## src/rtl/ntt_seq_pkg.sv

```systemverilog
// Shared types and width helpers for the NTT pass sequencer.
// Sizes that every file needs are derived here so that they cannot drift apart.
package ntt_seq_pkg;

    typedef enum logic [2:0] {
        IDLE,
        CHECK,
        ISSUE,
        DRAIN,
        SCALE,
        FIN
    } state_e;

    function automatic int widx_width(input int lut_size);
        return (lut_size > 1) ? $clog2(lut_size) : 1;
    endfunction

    // The counter must be able to hold RD_LAT+BF_LAT rows in flight at once.
    function automatic int infl_width(input int rd_lat, input int bf_lat);
        return $clog2(rd_lat + bf_lat + 1);
    endfunction

endpackage

```

## src/rtl/ntt_pass_sequencer_if.sv

```systemverilog
// Configuration, memory-read, array-tag and write-back signals of the pass sequencer.
// The sequencer drives through the master modport; its environment uses slave.
interface ntt_pass_sequencer_if #(
    parameter int ADDR_W   = 8,
    parameter int LUT_SIZE = 1360,
    parameter int STG_W    = 5
) ();
    import ntt_seq_pkg::*;

    localparam int WIDX_W = widx_width(LUT_SIZE);

    logic              start;
    logic [STG_W-1:0]  n_stages;
    logic [ADDR_W:0]   n_rows;
    logic [WIDX_W-1:0] w_base;
    logic              scale_en;
    logic [WIDX_W-1:0] scale_idx;
    logic              scale_swap;
    logic              hold;

    logic              rd_en;
    logic [ADDR_W-1:0] rd_addr;
    logic              mode;
    logic              swap;
    logic [WIDX_W-1:0] w_idx;
    logic              wr_en;
    logic [ADDR_W-1:0] wr_addr;
    logic              busy;
    logic              done;
    logic              err;

    modport master (
        input  start, n_stages, n_rows, w_base, scale_en, scale_idx, scale_swap, hold,
        output rd_en, rd_addr, mode, swap, w_idx, wr_en, wr_addr, busy, done, err
    );

    modport slave (
        output start, n_stages, n_rows, w_base, scale_en, scale_idx, scale_swap, hold,
        input  rd_en, rd_addr, mode, swap, w_idx, wr_en, wr_addr, busy, done, err
    );

endinterface

```

## src/rtl/ntt_delay_line.sv

```systemverilog
// Fixed-depth shift register carrying a valid bit alongside a W-bit payload.
// Used to align array tags and write-back rows with the issued reads.
module ntt_delay_line #(
    parameter int DEPTH = 1,
    parameter int W     = 1
) (
    input  logic         clk,
    input  logic         rst_n,
    input  logic         valid_i,
    input  logic [W-1:0] data_i,
    output logic         valid_o,
    output logic [W-1:0] data_o
);

    logic [DEPTH-1:0] vld_q;
    logic [W-1:0]     dat_q [DEPTH];

    always_ff @(posedge clk or negedge rst_n) begin
        if (!rst_n) begin
            vld_q <= '0;
            // NOTE: payload stages are cleared too, so every output reads 0 straight out of reset.
            for (int i = 0; i < DEPTH; i++) begin
                dat_q[i] <= '0;
            end
        end else begin
            // NOTE: non-blocking updates make each stage take its neighbour's old value,
            // which is exactly one cycle of delay per stage.
            vld_q[0] <= valid_i;
            dat_q[0] <= data_i;
            for (int i = 1; i < DEPTH; i++) begin
                vld_q[i] <= vld_q[i-1];
                dat_q[i] <= dat_q[i-1];
            end
        end
    end

    assign valid_o = vld_q[DEPTH-1];
    assign data_o  = dat_q[DEPTH-1];

endmodule

```

## src/rtl/ntt_pass_sequencer.sv

```systemverilog
// Walks the coefficient memory stage by stage for the butterfly array, tags each row,
// strobes write-back when the array output emerges, and drains between in-place passes.
module ntt_pass_sequencer
    import ntt_seq_pkg::*;
#(
    parameter int ADDR_W   = 8,
    parameter int LUT_SIZE = 1360,
    parameter int RD_LAT   = 1,
    parameter int BF_LAT   = 4,
    parameter int STG_W    = 5
) (
    input logic                  clk,
    input logic                  reset,
    ntt_pass_sequencer_if.master bus
);

    localparam int WIDX_W = widx_width(LUT_SIZE);
    localparam int INFL_W = infl_width(RD_LAT, BF_LAT);
    localparam int TAG_W  = WIDX_W + 2;
    localparam int PROD_W = STG_W + ADDR_W + 1;
    localparam int CHK_W  = ((PROD_W > WIDX_W) ? PROD_W : WIDX_W) + 1;

    state_e            state_q, state_d;
    logic [STG_W-1:0]  stage_q, stage_d;
    logic [ADDR_W-1:0] row_q, row_d;
    logic [WIDX_W-1:0] w_acc_q, w_acc_d;
    logic              scale_done_q, scale_done_d;
    logic [INFL_W-1:0] infl_q, infl_d;
    logic [TAG_W-1:0]  tag_last_q;

    logic [STG_W-1:0]  n_stages_q;
    logic [ADDR_W:0]   n_rows_q;
    logic [WIDX_W-1:0] w_base_q;
    logic              scale_en_q;
    logic [WIDX_W-1:0] scale_idx_q;
    logic              scale_swap_q;

    logic              cfg_ld;
    logic              cfg_bad;
    logic              no_work;
    logic              last_row;
    logic [STG_W:0]    stage_nxt;
    logic [CHK_W-1:0]  work_end;

    logic              issue;
    logic              tag_mode;
    logic              tag_swap;
    logic [WIDX_W-1:0] tag_widx;
    logic              tag_v;
    logic [TAG_W-1:0]  tag_out;
    logic [TAG_W-1:0]  tag_cur;
    logic              wr_v;
    logic [ADDR_W-1:0] wr_row;
    logic              busy;
    logic              done;
    logic              err;

    assign cfg_ld    = (state_q == IDLE) && bus.start;
    // Full-width sum, so an oversized request can never wrap past the table end.
    assign work_end  = CHK_W'(w_base_q) + CHK_W'(n_stages_q) * CHK_W'(n_rows_q);
    assign cfg_bad   = (work_end > CHK_W'(LUT_SIZE)) ||
                       (scale_en_q && (CHK_W'(scale_idx_q) >= CHK_W'(LUT_SIZE)));
    assign no_work   = (n_rows_q == '0) || ((n_stages_q == '0) && !scale_en_q);
    assign last_row  = ({1'b0, row_q} == (n_rows_q - 1'b1));
    assign stage_nxt = {1'b0, stage_q} + 1'b1;

    always_comb begin
        // NOTE: every signal gets its default before the case, so no path can infer a latch.
        state_d      = state_q;
        stage_d      = stage_q;
        row_d        = row_q;
        w_acc_d      = w_acc_q;
        scale_done_d = scale_done_q;
        issue        = 1'b0;
        tag_mode     = 1'b0;
        tag_swap     = 1'b0;
        tag_widx     = w_acc_q;
        busy         = 1'b0;
        done         = 1'b0;
        err          = 1'b0;

        unique case (state_q)
            IDLE: begin
                if (bus.start) begin
                    state_d = CHECK;
                end
            end
            CHECK: begin
                busy         = 1'b1;
                stage_d      = '0;
                row_d        = '0;
                w_acc_d      = w_base_q;
                scale_done_d = 1'b0;
                if (cfg_bad) begin
                    err     = 1'b1;
                    busy    = 1'b0;
                    state_d = IDLE;
                end else if (no_work) begin
                    state_d = FIN;
                end else if (n_stages_q == '0) begin
                    state_d = SCALE;
                end else begin
                    state_d = ISSUE;
                end
            end
            ISSUE, SCALE: begin
                busy = 1'b1;
                if (state_q == SCALE) begin
                    tag_mode = 1'b1;
                    tag_swap = scale_swap_q;
                    tag_widx = scale_idx_q;
                end
                if (!bus.hold) begin
                    issue = 1'b1;
                    row_d = row_q + 1'b1;
                    if (state_q == ISSUE) begin
                        w_acc_d = w_acc_q + 1'b1;
                    end
                    if (last_row) begin
                        row_d   = '0;
                        state_d = DRAIN;
                        if (state_q == SCALE) begin
                            scale_done_d = 1'b1;
                        end
                    end
                end
            end
            DRAIN: begin
                busy = 1'b1;
                if (infl_q == '0) begin
                    if (stage_nxt < {1'b0, n_stages_q} && !scale_done_q) begin
                        stage_d = stage_nxt[STG_W-1:0];
                        state_d = ISSUE;
                    end else if (scale_en_q && !scale_done_q) begin
                        state_d = SCALE;
                    end else begin
                        state_d = FIN;
                    end
                end
            end
            FIN: begin
                done    = 1'b1;
                state_d = IDLE;
            end
            default: begin
                state_d = IDLE;
            end
        endcase
    end

    always_comb begin
        unique case ({issue, wr_v})
            2'b10:   infl_d = infl_q + 1'b1;
            2'b01:   infl_d = infl_q - 1'b1;
            default: infl_d = infl_q;
        endcase
    end

    always_ff @(posedge clk or negedge reset) begin
        if (!reset) begin
            state_q      <= IDLE;
            stage_q      <= '0;
            row_q        <= '0;
            w_acc_q      <= '0;
            scale_done_q <= 1'b0;
            infl_q       <= '0;
            tag_last_q   <= '0;
            n_stages_q   <= '0;
            n_rows_q     <= '0;
            w_base_q     <= '0;
            scale_en_q   <= 1'b0;
            scale_idx_q  <= '0;
            scale_swap_q <= 1'b0;
        end else begin
            state_q      <= state_d;
            stage_q      <= stage_d;
            row_q        <= row_d;
            w_acc_q      <= w_acc_d;
            scale_done_q <= scale_done_d;
            infl_q       <= infl_d;
            if (tag_v) begin
                tag_last_q <= tag_out;
            end
            if (cfg_ld) begin
                n_stages_q   <= bus.n_stages;
                n_rows_q     <= bus.n_rows;
                w_base_q     <= bus.w_base;
                scale_en_q   <= bus.scale_en;
                scale_idx_q  <= bus.scale_idx;
                scale_swap_q <= bus.scale_swap;
            end
        end
    end

    ntt_delay_line #(
        .DEPTH (RD_LAT),
        .W     (TAG_W)
    ) u_tag_dly (
        .clk     (clk),
        .rst_n   (reset),
        .valid_i (issue),
        .data_i  ({tag_mode, tag_swap, tag_widx}),
        .valid_o (tag_v),
        .data_o  (tag_out)
    );

    ntt_delay_line #(
        .DEPTH (RD_LAT + BF_LAT),
        .W     (ADDR_W)
    ) u_wr_dly (
        .clk     (clk),
        .rst_n   (reset),
        .valid_i (issue),
        .data_i  (row_q),
        .valid_o (wr_v),
        .data_o  (wr_row)
    );

    // Tags hold their last presented value between issues.
    assign tag_cur     = tag_v ? tag_out : tag_last_q;

    assign bus.rd_en   = issue;
    assign bus.rd_addr = row_q;
    assign bus.mode    = tag_cur[TAG_W-1];
    assign bus.swap    = tag_cur[TAG_W-2];
    assign bus.w_idx   = tag_cur[WIDX_W-1:0];
    assign bus.wr_en   = wr_v;
    assign bus.wr_addr = wr_row;
    assign bus.busy    = busy;
    assign bus.done    = done;
    assign bus.err     = err;

endmodule

```

## src/flat_wrapper.sv

```systemverilog
// flat-port wrapper written by rule: the top's interface ports become plain ports
module ntt_pass_sequencer_flat import ntt_seq_pkg::*;
#(
    parameter int ADDR_W   = 8,
    parameter int LUT_SIZE = 1360,
    parameter int RD_LAT   = 1,
    parameter int BF_LAT   = 4,
    parameter int STG_W    = 5
)
  (clk, reset, bus_start, bus_n_stages, bus_n_rows, bus_w_base, bus_scale_en, bus_scale_idx, bus_scale_swap, bus_hold, bus_rd_en, bus_rd_addr, bus_mode, bus_swap, bus_w_idx, bus_wr_en, bus_wr_addr, bus_busy, bus_done, bus_err);
  ntt_pass_sequencer_if #(.ADDR_W(ADDR_W), .LUT_SIZE(LUT_SIZE), .STG_W(STG_W)) bus_i ();
  input logic clk;
  input logic reset;
  input wire logic [$bits(bus_i.start)-1:0] bus_start;
  input wire logic [$bits(bus_i.n_stages)-1:0] bus_n_stages;
  input wire logic [$bits(bus_i.n_rows)-1:0] bus_n_rows;
  input wire logic [$bits(bus_i.w_base)-1:0] bus_w_base;
  input wire logic [$bits(bus_i.scale_en)-1:0] bus_scale_en;
  input wire logic [$bits(bus_i.scale_idx)-1:0] bus_scale_idx;
  input wire logic [$bits(bus_i.scale_swap)-1:0] bus_scale_swap;
  input wire logic [$bits(bus_i.hold)-1:0] bus_hold;
  output wire logic [$bits(bus_i.rd_en)-1:0] bus_rd_en;
  output wire logic [$bits(bus_i.rd_addr)-1:0] bus_rd_addr;
  output wire logic [$bits(bus_i.mode)-1:0] bus_mode;
  output wire logic [$bits(bus_i.swap)-1:0] bus_swap;
  output wire logic [$bits(bus_i.w_idx)-1:0] bus_w_idx;
  output wire logic [$bits(bus_i.wr_en)-1:0] bus_wr_en;
  output wire logic [$bits(bus_i.wr_addr)-1:0] bus_wr_addr;
  output wire logic [$bits(bus_i.busy)-1:0] bus_busy;
  output wire logic [$bits(bus_i.done)-1:0] bus_done;
  output wire logic [$bits(bus_i.err)-1:0] bus_err;
  assign bus_i.start = bus_start;
  assign bus_i.n_stages = bus_n_stages;
  assign bus_i.n_rows = bus_n_rows;
  assign bus_i.w_base = bus_w_base;
  assign bus_i.scale_en = bus_scale_en;
  assign bus_i.scale_idx = bus_scale_idx;
  assign bus_i.scale_swap = bus_scale_swap;
  assign bus_i.hold = bus_hold;
  assign bus_rd_en = bus_i.rd_en;
  assign bus_rd_addr = bus_i.rd_addr;
  assign bus_mode = bus_i.mode;
  assign bus_swap = bus_i.swap;
  assign bus_w_idx = bus_i.w_idx;
  assign bus_wr_en = bus_i.wr_en;
  assign bus_wr_addr = bus_i.wr_addr;
  assign bus_busy = bus_i.busy;
  assign bus_done = bus_i.done;
  assign bus_err = bus_i.err;
  ntt_pass_sequencer #(.ADDR_W(ADDR_W), .LUT_SIZE(LUT_SIZE), .RD_LAT(RD_LAT), .BF_LAT(BF_LAT), .STG_W(STG_W)) u_core (.clk(clk), .reset(reset), .bus(bus_i));
endmodule
```

## config.mk

```make
export PLATFORM = sky130hd
export DESIGN_NAME = ntt_pass_sequencer_flat
export DESIGN_NICKNAME = d
export VERILOG_FILES = /design/src/rtl/ntt_seq_pkg.sv /design/src/rtl/ntt_pass_sequencer_if.sv /design/src/rtl/ntt_delay_line.sv /design/src/rtl/ntt_pass_sequencer.sv /design/src/flat_wrapper.sv
export SDC_FILE = /design/constraint.sdc
export NUM_CORES = 1
export LEC_CHECK = 0
export BUFFER_PORTS_ARGS = -buffer_cell sky130_fd_sc_hd__buf_4
export CORE_ASPECT_RATIO = 0.9
export CORE_MARGIN = 10
export CORE_UTILIZATION = 62
export CTS_CLUSTER_SIZE = 25
export DETAILED_ROUTE_END_ITERATION = 16
export PLACE_DENSITY = 0.92
export SLEW_MARGIN = 25
export SYNTH_ARGS = -nofsm -noshare
export SYNTH_HDL_FRONTEND = slang
export SYNTH_HIERARCHICAL = 1
export SYNTH_SLANG_ARGS = --single-unit
```

## constraint.sdc

```tcl
create_clock -name clk -period 12.03 [get_ports clk]
set_input_delay 0 -clock clk [delete_from_list [all_inputs] [get_ports clk]]
set_output_delay 0 -clock clk [all_outputs]
set_load 0.01 [all_outputs]
```

Word level (Yosys, flattened, before mapping)
Cells that the tools add are included.
Storage, ports and cells
  bits in registers: 141
  input bits: 42
  output and inout port bits: 34
  logic and storage cells: 108
Operators by class
  $add $sub $neg: 7
  multiply operators: 1
  order comparisons: 3
  equality and inequality tests: 15
  multiplexer cells: 38
  reduce and logical (&&, ||, !) cells: 23
Operators with widths (number)
  $mux 11: 4
  $mux 3: 8
  $pmux 11 s2: 1
  $mux 8: 2
  $pmux 8 s2: 1
  $add 11x14->15: 1
  $gt 15x11->1 const B: 1
  $mul 5x9->14: 1
  $mux 1: 14
  $mux 13: 1
  $pmux 3 s4: 1
  $add 11x1->11 const B: 1
  $ge 11x11->1 const B: 1
  $mux 5: 2
  $ne 2x1->1 const B: 5
  $pmux 5 s2: 1
  $eq 8x9->1: 1
  $logic_not 9->1: 1
  $sub 9x1->9 const B: 1
  $add 8x1->8 const B: 1
  $reduce_and 4->1: 2
  $add 5x1->6 const B: 1
  $eq 3x2->1 const B: 2
  $eq 3x3->1 const B: 2
  19 further kinds: 31

Logic depth before layout (Yosys ltp)
  word-level depth: 6
  depth in mapped cells: 16
  mapped depth without buffers: 15

Modules after synthesis
Netlist, hierarchy kept.
By module, submodules not included
  ntt_pass_sequencer: times used 1, cells each 663, area each 6063.3 um^2, sequential area each 2052.0 um^2
  ntt_delay_line at u_core.u_wr_dly: times used 1, cells each 53, area each 1186.1 um^2, sequential area each 1126.1 um^2
  ntt_delay_line at u_core.u_tag_dly: times used 1, cells each 14, area each 350.3 um^2, sequential area each 350.3 um^2

Worst setup path before layout
OpenSTA, ideal clock, no wires.
  kind: register -> register
  from: register u_core.n_rows_q[3]
  to: register u_core.state_q[0]
  setup time: 0.095 ns
  arrival: 4.265 ns
  data required time: 11.935 ns
  setup slack: 7.669 ns
  stages on the path, launching flop included: 16
  path buffers: 1
  clock period less this slack: 4.361 ns
  cells stage by stage: dfrtp_1 clkbuf_1 and2_1 fa_1 fa_1 inv_1 fa_1 inv_1 ha_1 nand2_1 o31ai_1 and4_1 a2111oi_0 a211oi_1 nand3_1 o31ai_1
Between the ends
  word-level cells in the longest chain between the ends: 6
  elaborated cells on any way between the ends: 13
  those cells by class: add/sub: 2; mul: 1; order compare: 1; eq/ne: 2; mux: 3; reduce/logical: 4
Ends and longest elaborated chain
  start: declaration: line ntt_pass_sequencer.sv:32  | logic [ADDR_W:0] n_rows_q;
  start signal: assignment: line ntt_pass_sequencer.sv:186  | n_rows_q <= bus.n_rows;
  $mul 5x9->14: line ntt_pass_sequencer.sv:60  | assign work_end = CHK_W'(w_base_q) + CHK_W'(n_stages_q) * CHK_W'(n_rows_q);
  $add 11x14->15: line ntt_pass_sequencer.sv:60
  $gt 15x11->1: line ntt_pass_sequencer.sv:61  | assign cfg_bad = (work_end > CHK_W'(LUT_SIZE)) ||
  $logic_or 1x1->1: line ntt_pass_sequencer.sv:61
  $mux 3: line ntt_pass_sequencer.sv:94  | if (cfg_bad) begin
  $pmux 3 s4: line ntt_pass_sequencer.sv:82  | unique case (state_q)
  end signal: assignment: line ntt_pass_sequencer.sv:175  | state_q <= state_d;
  end: declaration: line ntt_pass_sequencer.sv:23  | state_e state_q, state_d;
Parallel ways exist; a longest one is shown, timed or not.
A chain may end at the register's enable or synchronous reset.

Worst setup path after layout
  from: register u_core.n_stages_q[4]
  to: output bus_busy
Between the ends
  word-level cells in the longest chain between the ends: 6
Ends and longest elaborated chain
  start: declaration: line ntt_pass_sequencer.sv:31  | logic [STG_W-1:0] n_stages_q;
  start signal: assignment: line ntt_pass_sequencer.sv:185  | n_stages_q <= bus.n_stages;
  $mul 5x9->14: line ntt_pass_sequencer.sv:60
  $add 11x14->15: line ntt_pass_sequencer.sv:60
  $gt 15x11->1: line ntt_pass_sequencer.sv:61
  $logic_or 1x1->1: line ntt_pass_sequencer.sv:61
  $mux 1: line ntt_pass_sequencer.sv:94
  $pmux 1 s2: line ntt_pass_sequencer.sv:82
  end: declaration: line flat_wrapper.sv:29  | output wire logic [$bits(bus_i.busy)-1:0] bus_busy;
No other way between the ends.

==> flow_summary.ini <==
[place]
dp_hpwl_um = 13100
portBuffers = 75
gp_congestion = 0.961

[clock_network]
root_buffer = clkbuf_16
cts_tree = yes
clk_latency_ns = 0.43
cts_max_path_buffers = 2
cts_sinks = 141
path_clk_slew_ns = 0.05
cts_buffers = 17
h-tree-depth = 4
cts_resized = 0

[logic_synthesis]
synth_cell_types = 55
synth_edf_count = 0
seq_area_frac_synth_pct = 46.4
syn_area_per_cell_um2 = 10.4
async_reset_ff_share_pct = 100
synth_cells = 730
synth_top_area_share_pct = 46.4
syn_nets = 839
synth_top_flop_cell = dfrtp_1
syn_area_mm2 = 0.00760
synth_top_area_cell = dfrtp_1
synth-seq-cells = 141
ys_warn_count = 6
yosys-top-cells-area = dfrtp_1 (46%), fa_1 (8.7%), mux2_2 (5.9%), ha_1 (5.6%), nand2_1 (4.3%)

[detailed_routing]
top_layer = met4
met2_length_um = 10500
wl_met3_um = 1670
drt-total-wl_um = 20600
viasPerCell = 6.09
drt_pre_antenna_iters = 6
wl_met1_um = 7640
detail-route-antenna-nets = 0
drc = 0
drtIter0Drc = 638
vias = 6101
wl_per_cell_um = 20.6

[critical_path]
end_kind = primary output
path_cells = inv_1 -> nor2_1 -> fa_1 -> fa_1 -> inv_1 -> fa_1 -> inv_1 -> ha_1 -> nor2_1 -> o31ai_1 -> and4_1 -> a2111oi_0 -> a211oi_1 -> nand3_1 -> o221ai_1 -> buf_4
start_kind = register
crit_arrival_ns = 5.49
r2r-start = u_core/n_stages_q[4]
cp.required_ns = 12.03
slowest_delay_ns = 0.69
path_class = reg2out
critPathLaunch = u_core/n_stages_q[4]
path_max_fanout = 10
slowest_stage = o31ai_1

[timing]
finalMaxSlewViolations = 0
fin_crit_sh_pct = 45.7
clock_skew_ns = 0.0110
fmax_mhz = 182
fin_crit_ns = 5.49
rsz0062_at_grt = false
slew_headroom_pct = 29.1
tns_ns = 0
hold_violations = 0
worst_slew_pin_slew_ns = 1.05
finalSetupViolations = 0

[floorplan]
chipWidth_um = 137
io_pins = 76
initial_core_util_pct = 63.2
die_h_um = 125
fp.coreArea_mm2 = 0.0120
fp.dieArea_mm2 = 0.0171
fp-row-count = 38

[grt]
grt_pass1_wl_um = 33100
grt_pass1_vias = 6283
gr-total-overflow = 0
grt_max_degree = 85
antenna_found_initial = 0
grt_use_total_pct = 24.6

[outcome]
status = complete, no violations

[worst_hold_path]
hold_class = in2reg
hold_path_startpoint = bus_start

[layout]
finish.net_count = 937
syn2layout_area_growth_pct = 20.7
layout-drive-gt1-share_pct = 18.7
num_antenna_cells = 0

[run]
cap_violations = 0
stage by stage:
stage / worst slack, ns / cell area (um^2) / util (%) / std cells / hold slack (ns)
CTS: 6.63 / 9170 / 76.2 / 1001 / 0.0190
detailed placement: 7.08 / 8210 / 68.3 / 929 / 0.0904
global placement: 7.40 / 8210 / 68.3 / 929 / 0.0753
floorplan: 7.67 / 7600 / - / 730 / -0.296
finish: 6.54 / 9180 / 76.3 / 1001 / 0.125
global route: 6.22 / 9180 / 76.3 / 1001 / 0.110
worst max-delay path: cells and delay by family, from the launching register on:
family,cells,cell delay [ns]
adders and majority gates,4,1.95
AOI/OAI and AO/OA,4,1.41
buffers and inverters,4,0.41
DFF,1,0.50
and+or+nand+nor,4,0.81
placed cells by master, fill, tap and decap left out, drive strengths merged, types with 6 or more instances in the layout:
cell type and instances:
a21o 7, a21oi 34, o31ai 6, and3 8, fa 33, o21ai 47, dlygate4sd3 40, nor2b 6
xor2 8, inv 63, nor2 43, and2 24, nand2 88, nor3 7, ha 34, nand3 21
clkbuf 20, mux2 40, dfrtp 141, xnor2 18, buf 77
worst paths after layout:
kind / endpoint / cells after the start / slack, ns
max in group asynchronous: u_core/n_stages_q[4] / 3 / 10.59
min in group asynchronous: u_core/u_wr_dly/data_o[4] / 2 / 0.18
worst max register to register: u_core/state_q[2] / 15 / 6.97
worst min register to register: u_core/u_wr_dly/dat_q[22] / 0 / 0.34
worst max-delay path: bus_busy / 16 / 6.54
worst min-delay path: u_core/state_q[0] / 5 / 0.13
flip-flops by register name, indices dropped and copies added (netlist names):
register                  count
u_core/u_tag_dly/valid_o      1
u_core/scale_swap_q           1
u_core/stage_q                5
u_core/n_stages_q             5
u_core/w_base_q              11
u_core/w_acc_q               11
u_core/state_q                3
u_core/scale_en_q             1
u_core/infl_q                 3
u_core/u_wr_dly/data_o        8
u_core/bus.rd_addr            8
u_core/n_rows_q               9
u_core/tag_last_q            13
u_core/u_wr_dly/vld_q         5
u_core/scale_idx_q           11
u_core/u_wr_dly/dat_q        32
u_core/u_tag_dly/data_o      13
u_core/scale_done_q           1
logic make-up (layout without fill, tap and decap cells):
family | count (synthesis) | in the layout | synth area share [%]
AO/OA/AOI/OAI | 127 | 127 | 10.4
XOR/XNOR | 26 | 26 | 3.00
adder cells (fa/ha/maj) | 67 | 67 | 14.3
buffers and inverters | 99 | 210 | 5.28
flip-flops | 141 | 141 | 46.4
multiplexers | 42 | 42 | 6.19
AND/OR/NAND/NOR | 228 | 228 | 14.4
cells in the mapped netlist, drive strengths merged (2+ instances only):
cell	instances
a211oi	2
ha	34
inv	61
buf	12
nand2b	4
mux2i	2
nor3	7
or3	3
nor4	4
a2bb2oi	2
and4	4
nor2	43
a21oi	34
fa	33
xor2	8
a31oi	4
nor2b	6
or2	3
or3b	3
mux2	40
a22o	3
and2	24
o31ai	6
o21ai	47
nand3	21
or4	2
dfrtp	141
nand4	3
nor4b	2
nand2	88
a21o	7
clkbuf	26
xnor2	18
o22ai	5
and3	8
a311o	2
o221ai	3
layout make-up:
cell class              count  area, um^2
multi-input cells         490        3670
well taps                 160         200
fillers                   710        2850
inverters                  61         229
flip-flops and latches    141        3530
repair buffers            117         982
clock inverters            12         114
clock buffers              20         447
layer usage:
layer	GRT usage [%]	up-vias
li1	-	2653
met1	29.1	2960
met2	41.7	398
met3	5.84	90
met4	10.6	0
met5	0	-
timing repair:
action / CTS / global route
buffers inserted: 0 / 0
endpoints found under the hold margin: 124 / 0
hold buffers: 40 / 0
Power is left out: the tool's default activity adds up to more than one toggle a clock period on the data nets, which glitch-free logic cannot reach.
